**config.mk**
```make
export PLATFORM = sky130hd
export DESIGN_NAME = id_scoreboard
export DESIGN_NICKNAME = d
export VERILOG_FILES = /design/src/rtl/cpu_pkg.sv /design/src/rtl/sb_src_match.sv /design/src/rtl/id_scoreboard.sv
export SDC_FILE = /design/constraint.sdc
export NUM_CORES = 1
export LEC_CHECK = 0
export CORE_ASPECT_RATIO = 0.8
export CORE_UTILIZATION = 51
export CTS_CLUSTER_DIAMETER = 50
export DETAILED_ROUTE_END_ITERATION = 8
export GPL_TIMING_DRIVEN = 0
export PLACE_DENSITY_LB_ADDON = 0.25
export SYNTH_ARGS = -nofsm -noshare
export SYNTH_HDL_FRONTEND = slang
export SYNTH_SLANG_ARGS = --single-unit
```
**constraint.sdc**
```tcl
create_clock -name clk_i -period 5.8 [get_ports clk_i]
set_input_delay 0.58 -clock clk_i [delete_from_list [all_inputs] [get_ports clk_i]]
set_output_delay 0.58 -clock clk_i [all_outputs]
set_load 0.02 [all_outputs]
```
**src/rtl/cpu_pkg.sv**
```systemverilog
// Shared decode-stage definitions: register address width, back-end stage
// indices, the scoreboard entry layout and the forwarding-select encoding.
package cpu_pkg;

    localparam int unsigned RA_W = 5;

    // Back-end stage indices as seen by the scoreboard (0 = youngest).
    localparam int unsigned STG_EXE = 0;
    localparam int unsigned STG_MEM = 1;
    localparam int unsigned STG_WB  = 2;

    // Forwarding select value meaning "take the operand from the register file".
    localparam int unsigned FWD_RF = 0;

    typedef struct packed {
        logic            v;
        logic [RA_W-1:0] wdest;
        logic            is_load;
    } sb_entry_t;

endpackage

```
**src/rtl/sb_src_match.sv**
```systemverilog
// Hazard check for one source operand against every in-flight writer.
// The youngest matching writer decides between stall and forward.
module sb_src_match
    import cpu_pkg::*;
#(
    parameter int unsigned DEPTH    = 3,
    parameter bit          FWD_EN   = 1'b1,
    parameter int unsigned ALU_RDY  = 0,
    parameter int unsigned LOAD_RDY = 1,
    parameter int unsigned SEL_W    = 2
) (
    input  logic [RA_W-1:0]        src_i,
    input  logic                   use_i,
    input  sb_entry_t [DEPTH-1:0]  entries_i,
    output logic                   stall_o,
    output logic [SEL_W-1:0]       sel_o
);

    logic             hit;
    logic [SEL_W-1:0] hit_idx;
    logic             hit_load;
    logic [31:0]      rdy;

    // Scan oldest to youngest so the lowest matching index is the one kept.
    always_comb begin
        hit      = 1'b0;
        hit_idx  = '0;
        hit_load = 1'b0;
        for (int k = DEPTH - 1; k >= 0; k--) begin
            if (use_i && (src_i != '0) && entries_i[k].v && (entries_i[k].wdest == src_i)) begin
                hit      = 1'b1;
                hit_idx  = SEL_W'(k);
                hit_load = entries_i[k].is_load;
            end
        end
    end

    // Stall while the youngest writer's value is not yet available, else bypass from it.
    always_comb begin
        stall_o = 1'b0;
        sel_o   = SEL_W'(FWD_RF);
        rdy     = hit_load ? LOAD_RDY : ALU_RDY;
        if (hit) begin
            if (!FWD_EN) begin
                stall_o = 1'b1;
            end else if (32'(hit_idx) < rdy) begin
                stall_o = 1'b1;
            end else begin
                sel_o = hit_idx + SEL_W'(1);
            end
        end
    end

endmodule

```
**src/rtl/id_scoreboard.sv**
```systemverilog
// Decode-stage interlock/bypass unit: a shift-register scoreboard of in-flight
// register writes driving the ID stall, operand forwarding selects and a stall counter.
module id_scoreboard #(
    parameter int unsigned DEPTH    = cpu_pkg::STG_WB + 1,
    parameter int unsigned RA_W     = cpu_pkg::RA_W,
    parameter bit          FWD_EN   = 1'b1,
    parameter int unsigned ALU_RDY  = cpu_pkg::STG_EXE,
    parameter int unsigned LOAD_RDY = cpu_pkg::STG_MEM,
    parameter int unsigned SEL_W    = $clog2(DEPTH + 1)
) (
    input  logic             clk_i,
    input  logic             reset_i,
    input  logic             pipe_hold_i,
    input  logic             flush_i,
    input  logic             id_valid_i,
    input  logic [RA_W-1:0]  id_rs_i,
    input  logic             id_rs_use_i,
    input  logic [RA_W-1:0]  id_rt_i,
    input  logic             id_rt_use_i,
    input  logic             id_wen_i,
    input  logic [RA_W-1:0]  id_wdest_i,
    input  logic             id_is_load_i,
    input  logic             id_issue_i,
    output logic             id_stall_o,
    output logic [SEL_W-1:0] rs_fwd_sel_o,
    output logic [SEL_W-1:0] rt_fwd_sel_o,
    output logic [SEL_W-1:0] inflight_cnt_o,
    output logic [31:0]      stall_cnt_o
);
    import cpu_pkg::*;

    sb_entry_t [DEPTH-1:0] entries_q, entries_d;
    logic [SEL_W-1:0]      inflight_q, inflight_d;
    logic [31:0]           stall_cnt_q, stall_cnt_d;
    logic                  rs_stall, rt_stall;

    sb_src_match #(
        .DEPTH    (DEPTH),
        .FWD_EN   (FWD_EN),
        .ALU_RDY  (ALU_RDY),
        .LOAD_RDY (LOAD_RDY),
        .SEL_W    (SEL_W)
    ) u_rs_match (
        .src_i     (id_rs_i),
        .use_i     (id_rs_use_i),
        .entries_i (entries_q),
        .stall_o   (rs_stall),
        .sel_o     (rs_fwd_sel_o)
    );

    sb_src_match #(
        .DEPTH    (DEPTH),
        .FWD_EN   (FWD_EN),
        .ALU_RDY  (ALU_RDY),
        .LOAD_RDY (LOAD_RDY),
        .SEL_W    (SEL_W)
    ) u_rt_match (
        .src_i     (id_rt_i),
        .use_i     (id_rt_use_i),
        .entries_i (entries_q),
        .stall_o   (rt_stall),
        .sel_o     (rt_fwd_sel_o)
    );

    assign id_stall_o     = id_valid_i & (rs_stall | rt_stall);
    assign inflight_cnt_o = inflight_q;
    assign stall_cnt_o    = stall_cnt_q;

    // Entry update: flush kills everything (including a same-cycle issue),
    // hold freezes, otherwise shift toward WB and load EXE with the issuing write.
    always_comb begin
        entries_d = entries_q;
        if (flush_i) begin
            for (int k = 0; k < DEPTH; k++) begin
                entries_d[k].v = 1'b0;
            end
        end else if (!pipe_hold_i) begin
            for (int k = DEPTH - 1; k > 0; k--) begin
                entries_d[k] = entries_q[k - 1];
            end
            entries_d[STG_EXE].v       = id_issue_i & id_wen_i & (id_wdest_i != '0);
            entries_d[STG_EXE].wdest   = id_wdest_i;
            entries_d[STG_EXE].is_load = id_is_load_i;
        end
    end

    // Popcount of next-state valid bits so the count tracks the entries exactly.
    always_comb begin
        inflight_d = '0;
        for (int k = 0; k < DEPTH; k++) begin
            inflight_d = inflight_d + SEL_W'(entries_d[k].v);
        end
    end

    // Saturating count of cycles where a valid ID instruction is held back.
    always_comb begin
        stall_cnt_d = stall_cnt_q;
        if (id_stall_o && (stall_cnt_q != 32'hFFFF_FFFF)) begin
            stall_cnt_d = stall_cnt_q + 32'd1;
        end
    end

    // State registers with synchronous reset.
    always_ff @(posedge clk_i) begin
        if (reset_i) begin
            entries_q   <= '0;
            inflight_q  <= '0;
            stall_cnt_q <= '0;
        end else begin
            entries_q   <= entries_d;
            inflight_q  <= inflight_d;
            stall_cnt_q <= stall_cnt_d;
        end
    end

    // Issuing past a stall would let a consumer read a stale operand.
    a_no_issue_on_stall: assert property (@(posedge clk_i) disable iff (reset_i)
        !(id_issue_i && id_stall_o));

endmodule
```
# [Word-level counts from Yosys, hierarchy flattened]
# Cells that the tools add are included.
[word_totals] reg_bits=55 input_bits=25 output_inout_bits=39 word_cells=82
[op_classes] addsub=5 n_lt_le_gt_ge=2 n_eq_ne=7 muxes=32 n_bitwise=6 reduce_logical=19
[op_table] cell="less-than comparator 2 x 32 -> 1 bit" n=2
[op_table] cell="adder 32 x 1 -> 32 bit (second input constant)" n=1
[op_table] cell="!= test 32 bit (second input constant)" n=1
[op_table] cell="equality test 5 bit" n=6
[op_table] cell="two-way mux 1 bit" n=21
[op_table] cell="two-way mux 21 bit" n=1
[op_table] cell="two-way mux 2 bit" n=10
[op_table] cell="logical AND 1 bit" n=15
[op_table] cell="nonzero test 5 bit" n=3
[op_table] cell="adder 2 x 1 -> 2 bit (second input constant)" n=2
[op_table] cell="bitwise AND 1 bit" n=3
[op_table] cell="adder 1 x 1 -> 2 bit" n=1
[op_table] cell="adder 2 x 1 -> 2 bit" n=1
[op_table] cell="inverter 1 bit" n=2
[op_table] cell="AND reduction 2 bit" n=1
[op_table] cell="OR 1 bit" n=1

# [Depth between registers and ports, before layout]
[depth] word_depth=14 depth_mapped=9 ltp_nobuf=7

# [Hierarchy]
# A second synthesis with hierarchy kept.
[hier_totals] hier_cells=371 hier_area_um2=3042.9
[modules_own_cells] module="id_scoreboard" n_inst=1 cells_per_inst=311 area_each_um2=2600.0 seq_area_each_um2=1101.1
[modules_own_cells] module="sb_src_match" n_inst=2 cells_per_inst=30 area_each_um2=221.5 seq_area_each_um2=0.0

# [Worst setup path after synthesis]
# No wires, ideal clock.
[synth_timing] kind="input port to output port" from="input id_rs_i[1]" to="output rs_fwd_sel_o[1]" arrival_time_ps=1916 required_time_ps=5220 slack_ps=3304 cell_stages=4 path_buffers=0 path_cell_list="or4_4 > o21ai_4 > nor3_4 > a211oi_1"
[synth_between] elab_chain_cells=11 elab_cells_between_ends=25 classes_between="1 x add/sub; 1 x order compare; 3 x eq/ne; 12 x mux; 8 x reduce/logical"
[synth_rtl] item="start: declaration" line="id_scoreboard.sv:16" rtl="input logic [RA_W-1:0] id_rs_i,"
[synth_rtl] item="nonzero test 5 bit" line="sb_src_match.sv:30" rtl="if (use_i && (src_i != '0) && entries_i[k].v && (entries_i[k].wdest == src_i)) begin"
[synth_rtl] item="logical AND 1 bit (3 in series)" line="sb_src_match.sv:30"
[synth_rtl] item="two-way mux 1 bit (3 in series)" line="sb_src_match.sv:30"
[synth_rtl] item="two-way mux 1 bit" line="sb_src_match.sv:42" rtl="rdy = hit_load ? LOAD_RDY : ALU_RDY;"
[synth_rtl] item="less-than comparator 2 x 32 -> 1 bit" line="sb_src_match.sv:46" rtl="end else if (32'(hit_idx) < rdy) begin"
[synth_rtl] item="two-way mux 2 bit" line="sb_src_match.sv:46"
[synth_rtl] item="two-way mux 2 bit (*)" line="sb_src_match.sv:43" rtl="if (hit) begin"
[synth_rtl] item="end: declaration" line="id_scoreboard.sv:25" rtl="output logic [SEL_W-1:0] rs_fwd_sel_o,"
# Mark *: on every way between the ends. The rest lies on a longest branch, timed or not.

# [Worst setup path after layout]
[layout_timing] from="input id_rt_i[1]" to="output id_stall_o"
[layout_between] elab_chain_cells=13 elab_cells_between_ends=26 classes_between="1 x order compare; 3 x eq/ne; 12 x mux; 2 x bitwise; 8 x reduce/logical"
[layout_rtl] item="start: declaration" line="id_scoreboard.sv:18" rtl="input logic [RA_W-1:0] id_rt_i,"
[layout_rtl] item="nonzero test 5 bit" line="sb_src_match.sv:30"
[layout_rtl] item="logical AND 1 bit (3 in series)" line="sb_src_match.sv:30"
[layout_rtl] item="two-way mux 1 bit (3 in series)" line="sb_src_match.sv:30"
[layout_rtl] item="two-way mux 1 bit" line="sb_src_match.sv:42"
[layout_rtl] item="less-than comparator 2 x 32 -> 1 bit" line="sb_src_match.sv:46"
[layout_rtl] item="two-way mux 1 bit" line="sb_src_match.sv:46"
[layout_rtl] item="two-way mux 1 bit (*)" line="sb_src_match.sv:43"
[layout_rtl] item="OR 1 bit (*)" line="id_scoreboard.sv:65" rtl="assign id_stall_o = id_valid_i & (rs_stall | rt_stall);"
[layout_rtl] item="bitwise AND 1 bit (*)" line="id_scoreboard.sv:65"
[layout_rtl] item="end: declaration" line="id_scoreboard.sv:24" rtl="output logic id_stall_o,"
# Marks and branches as above.

==> summary.json <==
{
  "detail-route-antenna-nets": {"value": 0},
  "cts.clk_slew.worst_paths": {"value": 0.10, "unit": "ns"},
  "clock-sinks": {"value": 53},
  "hold_path_startpoint": {"value": "entries_q[19]"},
  "synth.distinct_cells": {"value": 43},
  "layout-area-overhead-vs-synth": {"value": 27.0, "unit": "%"},
  "critPathCaptureType": {"value": "output port"},
  "seq_area_frac_synth": {"value": 35.9, "unit": "%"},
  "cts.root.buffer_cell": {"value": "clkbuf_8"},
  "post_cts.repair.setup_buffers": {"value": 0},
  "number_of_synthesized_flops_with_an_enable_pin": {"value": 0},
  "synthesis.nets": {"value": 391},
  "fraction_of_layout_cells_with_a_size_suffix_above_1": {"value": 6.93, "unit": "%"},
  "ctsResizeCount": {"value": 0},
  "detailed_route_wl": {"value": 7.94, "unit": "mm"},
  "detail_route.first_pass.iterations": {"value": 5},
  "timing.rr.end": {"value": "stall_cnt_o[17]"},
  "grt_setup_unrepaired": {"value": "no"},
  "holdPathStages": {"value": 2},
  "grt_antenna_before_repair": {"value": 0},
  "timing.critical_path.fanout_max": {"value": 10},
  "vias_per_cell": {"value": 5.86},
  "die_x": {"value": 87.1, "unit": "um"},
  "route.detailed.drc": {"value": 0},
  "place_hpwl": {"value": 5.93, "unit": "mm"},
  "placement_rows": {"value": 24},
  "rr_worst_depth": {"value": 8},
  "hold_path.class": {"value": "flop to flop"},
  "largest_buffer_count_on_any_clock_path": {"value": 2},
  "vertical_extent_of_the_die": {"value": 70.1, "unit": "um"},
  "timing_worst_setup_path_type": {"value": "primary input to output port"},
  "worst_ep_arrival_time": {"value": 3.02, "unit": "ns"},
  "buffer_ports.inserted": {"value": 61},
  "cts-hold-fix-buffers": {"value": 0},
  "max-cap-violations": {"value": 0},
  "cp.required": {"value": 5.22, "unit": "ns"},
  "hold_path_end": {"value": "entries_q[19]"},
  "detailedRoute.firstIterationViolations": {"value": 234},
  "cts_inserted_buffers": {"value": 5},
  "reg2reg_slack": {"value": 3.52, "unit": "ns"},
  "design.core.area": {"value": 0.00553, "unit": "mm^2"},
  "post_synth.cell_area_avg": {"value": 8.11, "unit": "um^2"},
  "gr-total-overflow": {"value": 0},
  "timing.final.max_slew_violations": {"value": 0},
  "routedWlPerCell": {"value": 15.5, "unit": "um"},
  "power.ir.vdd_worst": {"value": 0.000133, "unit": "V"},
  "leakage": {"value": 1.21, "unit": "nW"},
  "ys_ff_latch": {"value": 53},
  "outcome": {"value": "completed"},
  "clock_tree_from_tritoncts": {"value": "done"},
  "crit_path_start_kind": {"value": "primary input"},
  "dominantRegCellSynth": {"value": "dfxtp_1"},
  "post-route-min-period": {"value": 3.60, "unit": "ns"},
  "wire_length_of_the_first_global_routing_pass": {"value": 13.3, "unit": "mm"},
  "report.final.setup_viol": {"value": 0},
  "first_global_vias": {"value": 2796},
  "pin_count": {"value": 64},
  "cell_with_the_largest_stage_delay_on_the_worst_path": {"value": "or4_4"},
  "grt_start_max_net_pins": {"value": 18},
  "initial_utilization": {"value": 53.4, "unit": "%"},
  "global_placer_s_final_weighted_congestion": {"value": 0.942},
  "die_area": {"value": 0.00610, "unit": "mm^2"},
  "post-route-period-util": {"value": 62.1, "unit": "%"},
  "totalPowerFinal": {"value": 0.000645, "unit": "W"},
  "finClkSkew": {"value": 0.00909, "unit": "ns"},
  "powerDensity": {"value": 172, "unit": "mW/mm^2"},
  "synth_async_sr_flop_share": {"value": 0, "unit": "%"},
  "netlist_area": {"value": 0.00295, "unit": "mm^2"},
  "origin_of_the_worst_setup_path": {"value": "id_rt_i[1]"},
  "worst-slew-pin-transition": {"value": 0.532, "unit": "ns"},
  "route.vias.total": {"value": 2996},
  "finalHoldViolations": {"value": 0},
  "slew_headroom": {"value": 64.3, "unit": "%"},
  "post_synthesis_instance_total": {"value": 364},
  "clock_latency_on_the_worst_skew_pair": {"value": 0.32, "unit": "ns"},
  "synthesis.yosys.warnings": {"value": 0},
  "fin_setup_tns": {"value": 0, "unit": "ns"},
  "finish.net_count": {"value": 459},
  "maxClockFrequency": {"value": 278, "unit": "MHz"},
  "rr_startpoint": {"value": "stall_cnt_o[0]"},
  "antenna_cells_inserted": {"value": 0},
  "worstPathCellList": {"value": "clkdlybuf4s50_1, or4_4, o21ai_4, nor3_4, o21ai_4, buf_2, inv_1, clkdlybuf4s50_1"},
  "critPathMaxStageDelay": {"value": 0.60, "unit": "ns"},
  "track_usage": {"value": 27.7, "unit": "%"},
  "cts.htree.levels": {"value": 2}
}
-- layer usage --
metal	part of all wire (%)	global-route usage (%)
met1	48	41.1
met2	44	41.1
met3	6.4	4.37
met4	0.96	8.33
met5	0	0
-- through the flow --
stage | hold WS [ns] | utilization (%) | instances | setup slack [ns] | instance area, um^2
floorplan | 0.457 | - | 364 | 3.30 | 2950
global placement | 0.485 | 66.3 | 503 | 2.23 | 3660
detailed placement | 0.494 | 66.3 | 503 | 2.21 | 3660
CTS | 0.507 | 67.9 | 511 | 2.21 | 3750
global route | 0.529 | 67.9 | 511 | 2.08 | 3750
finish | 0.508 | 67.9 | 511 | 2.20 | 3750
-- worst max-delay path, delay by kind of cell --
kind	cells	cell delay, ns
buffers and inverters	4	1.36
AND/OR/NAND/NOR	2	0.70
AO/OA/AOI/OAI	2	0.38
-- synthesized netlist by cell type (8+ instances only) --
cell type   n  area (um^2)
clkbuf_1   12         45.0
nand4_1    13         81.3
dfxtp_1    53         1060
xor2_1     12          105
xnor2_1    18          158
o31ai_1     8         60.1
or4_1      11         82.6
nand2_1    51          191
a21oi_1    45          225
and3_1     10         62.6
nor2_1     15         56.3
nand3_1    16         80.1
o21ai_0    22          110
or3_1      18          113
-- report_power, final --
part,internal (W),switching (W),leakage (nW),total (W)
Sequential,0.000367,0.00000410,0.428,0.000371
Clock,0.0000859,0.000129,0.0445,0.000215
Combinational,0.0000281,0.0000315,0.734,0.0000596
Total,0.000481,0.000164,1.21,0.000645
-- layout by cell type (no fill, tap or decap), types with 8 or more instances in the layout --
cell type,count
or4_1,11
dfxtp_1,53
and3_1,10
nand2_1,51
clkbuf_1,12
o21ai_0,22
or3_1,18
o31ai_1,8
nand3_1,16
clkdlybuf4s50_1,61
xnor2_1,18
nand4_1,13
a21oi_1,45
xor2_1,12
nor2_1,15
-- sequential cells by signal, summed over array words and instances, names as in the netlist --
signal          flops
stall_cnt_o        32
inflight_cnt_o      2
entries_q          19
-- kinds of logic (layout without fill, tap and decap cells) --
family / Yosys count / count (layout) / synth area share (%)
AOI/OAI and AO/OA: 83 / 83 / 16.5
xor gates and xnor gates: 30 / 30 / 8.90
adders and majority gates: 2 / 2 / 1.10
buffers and inverters: 22 / 91 / 3.90
DFF: 53 / 53 / 35.9
muxes: 7 / 7 / 2.63
and+or+nand+nor: 167 / 167 / 31.0
-- area by class of cell --
| cell class | count | area [um^2] |
|---|---|---|
| Sequential cell | 53 | 1060 |
| Tap cell | 78 | 97.6 |
| Clock inverter | 3 | 21.3 |
| Inverter | 3 | 11.3 |
| Timing Repair Buffer | 61 | 611 |
| Fill cell | 483 | 1770 |
| Clock buffer | 5 | 68.8 |
| Multi-Input combinational cell | 289 | 1780 |
| Buffer | 19 | 104 |
-- worst max-delay path by stage --
stage	depth (start not counted)	slack, ns	end
2_1_floorplan	4	3.30	rs_fwd_sel_o[1]
4_1_cts	8	2.21	id_stall_o
3_3_place_gp	8	2.23	id_stall_o
5_1_grt	8	2.08	id_stall_o
6_report	8	2.20	id_stall_o
3_5_place_dp	8	2.21	id_stall_o
(Power assumes the default switching activity.)
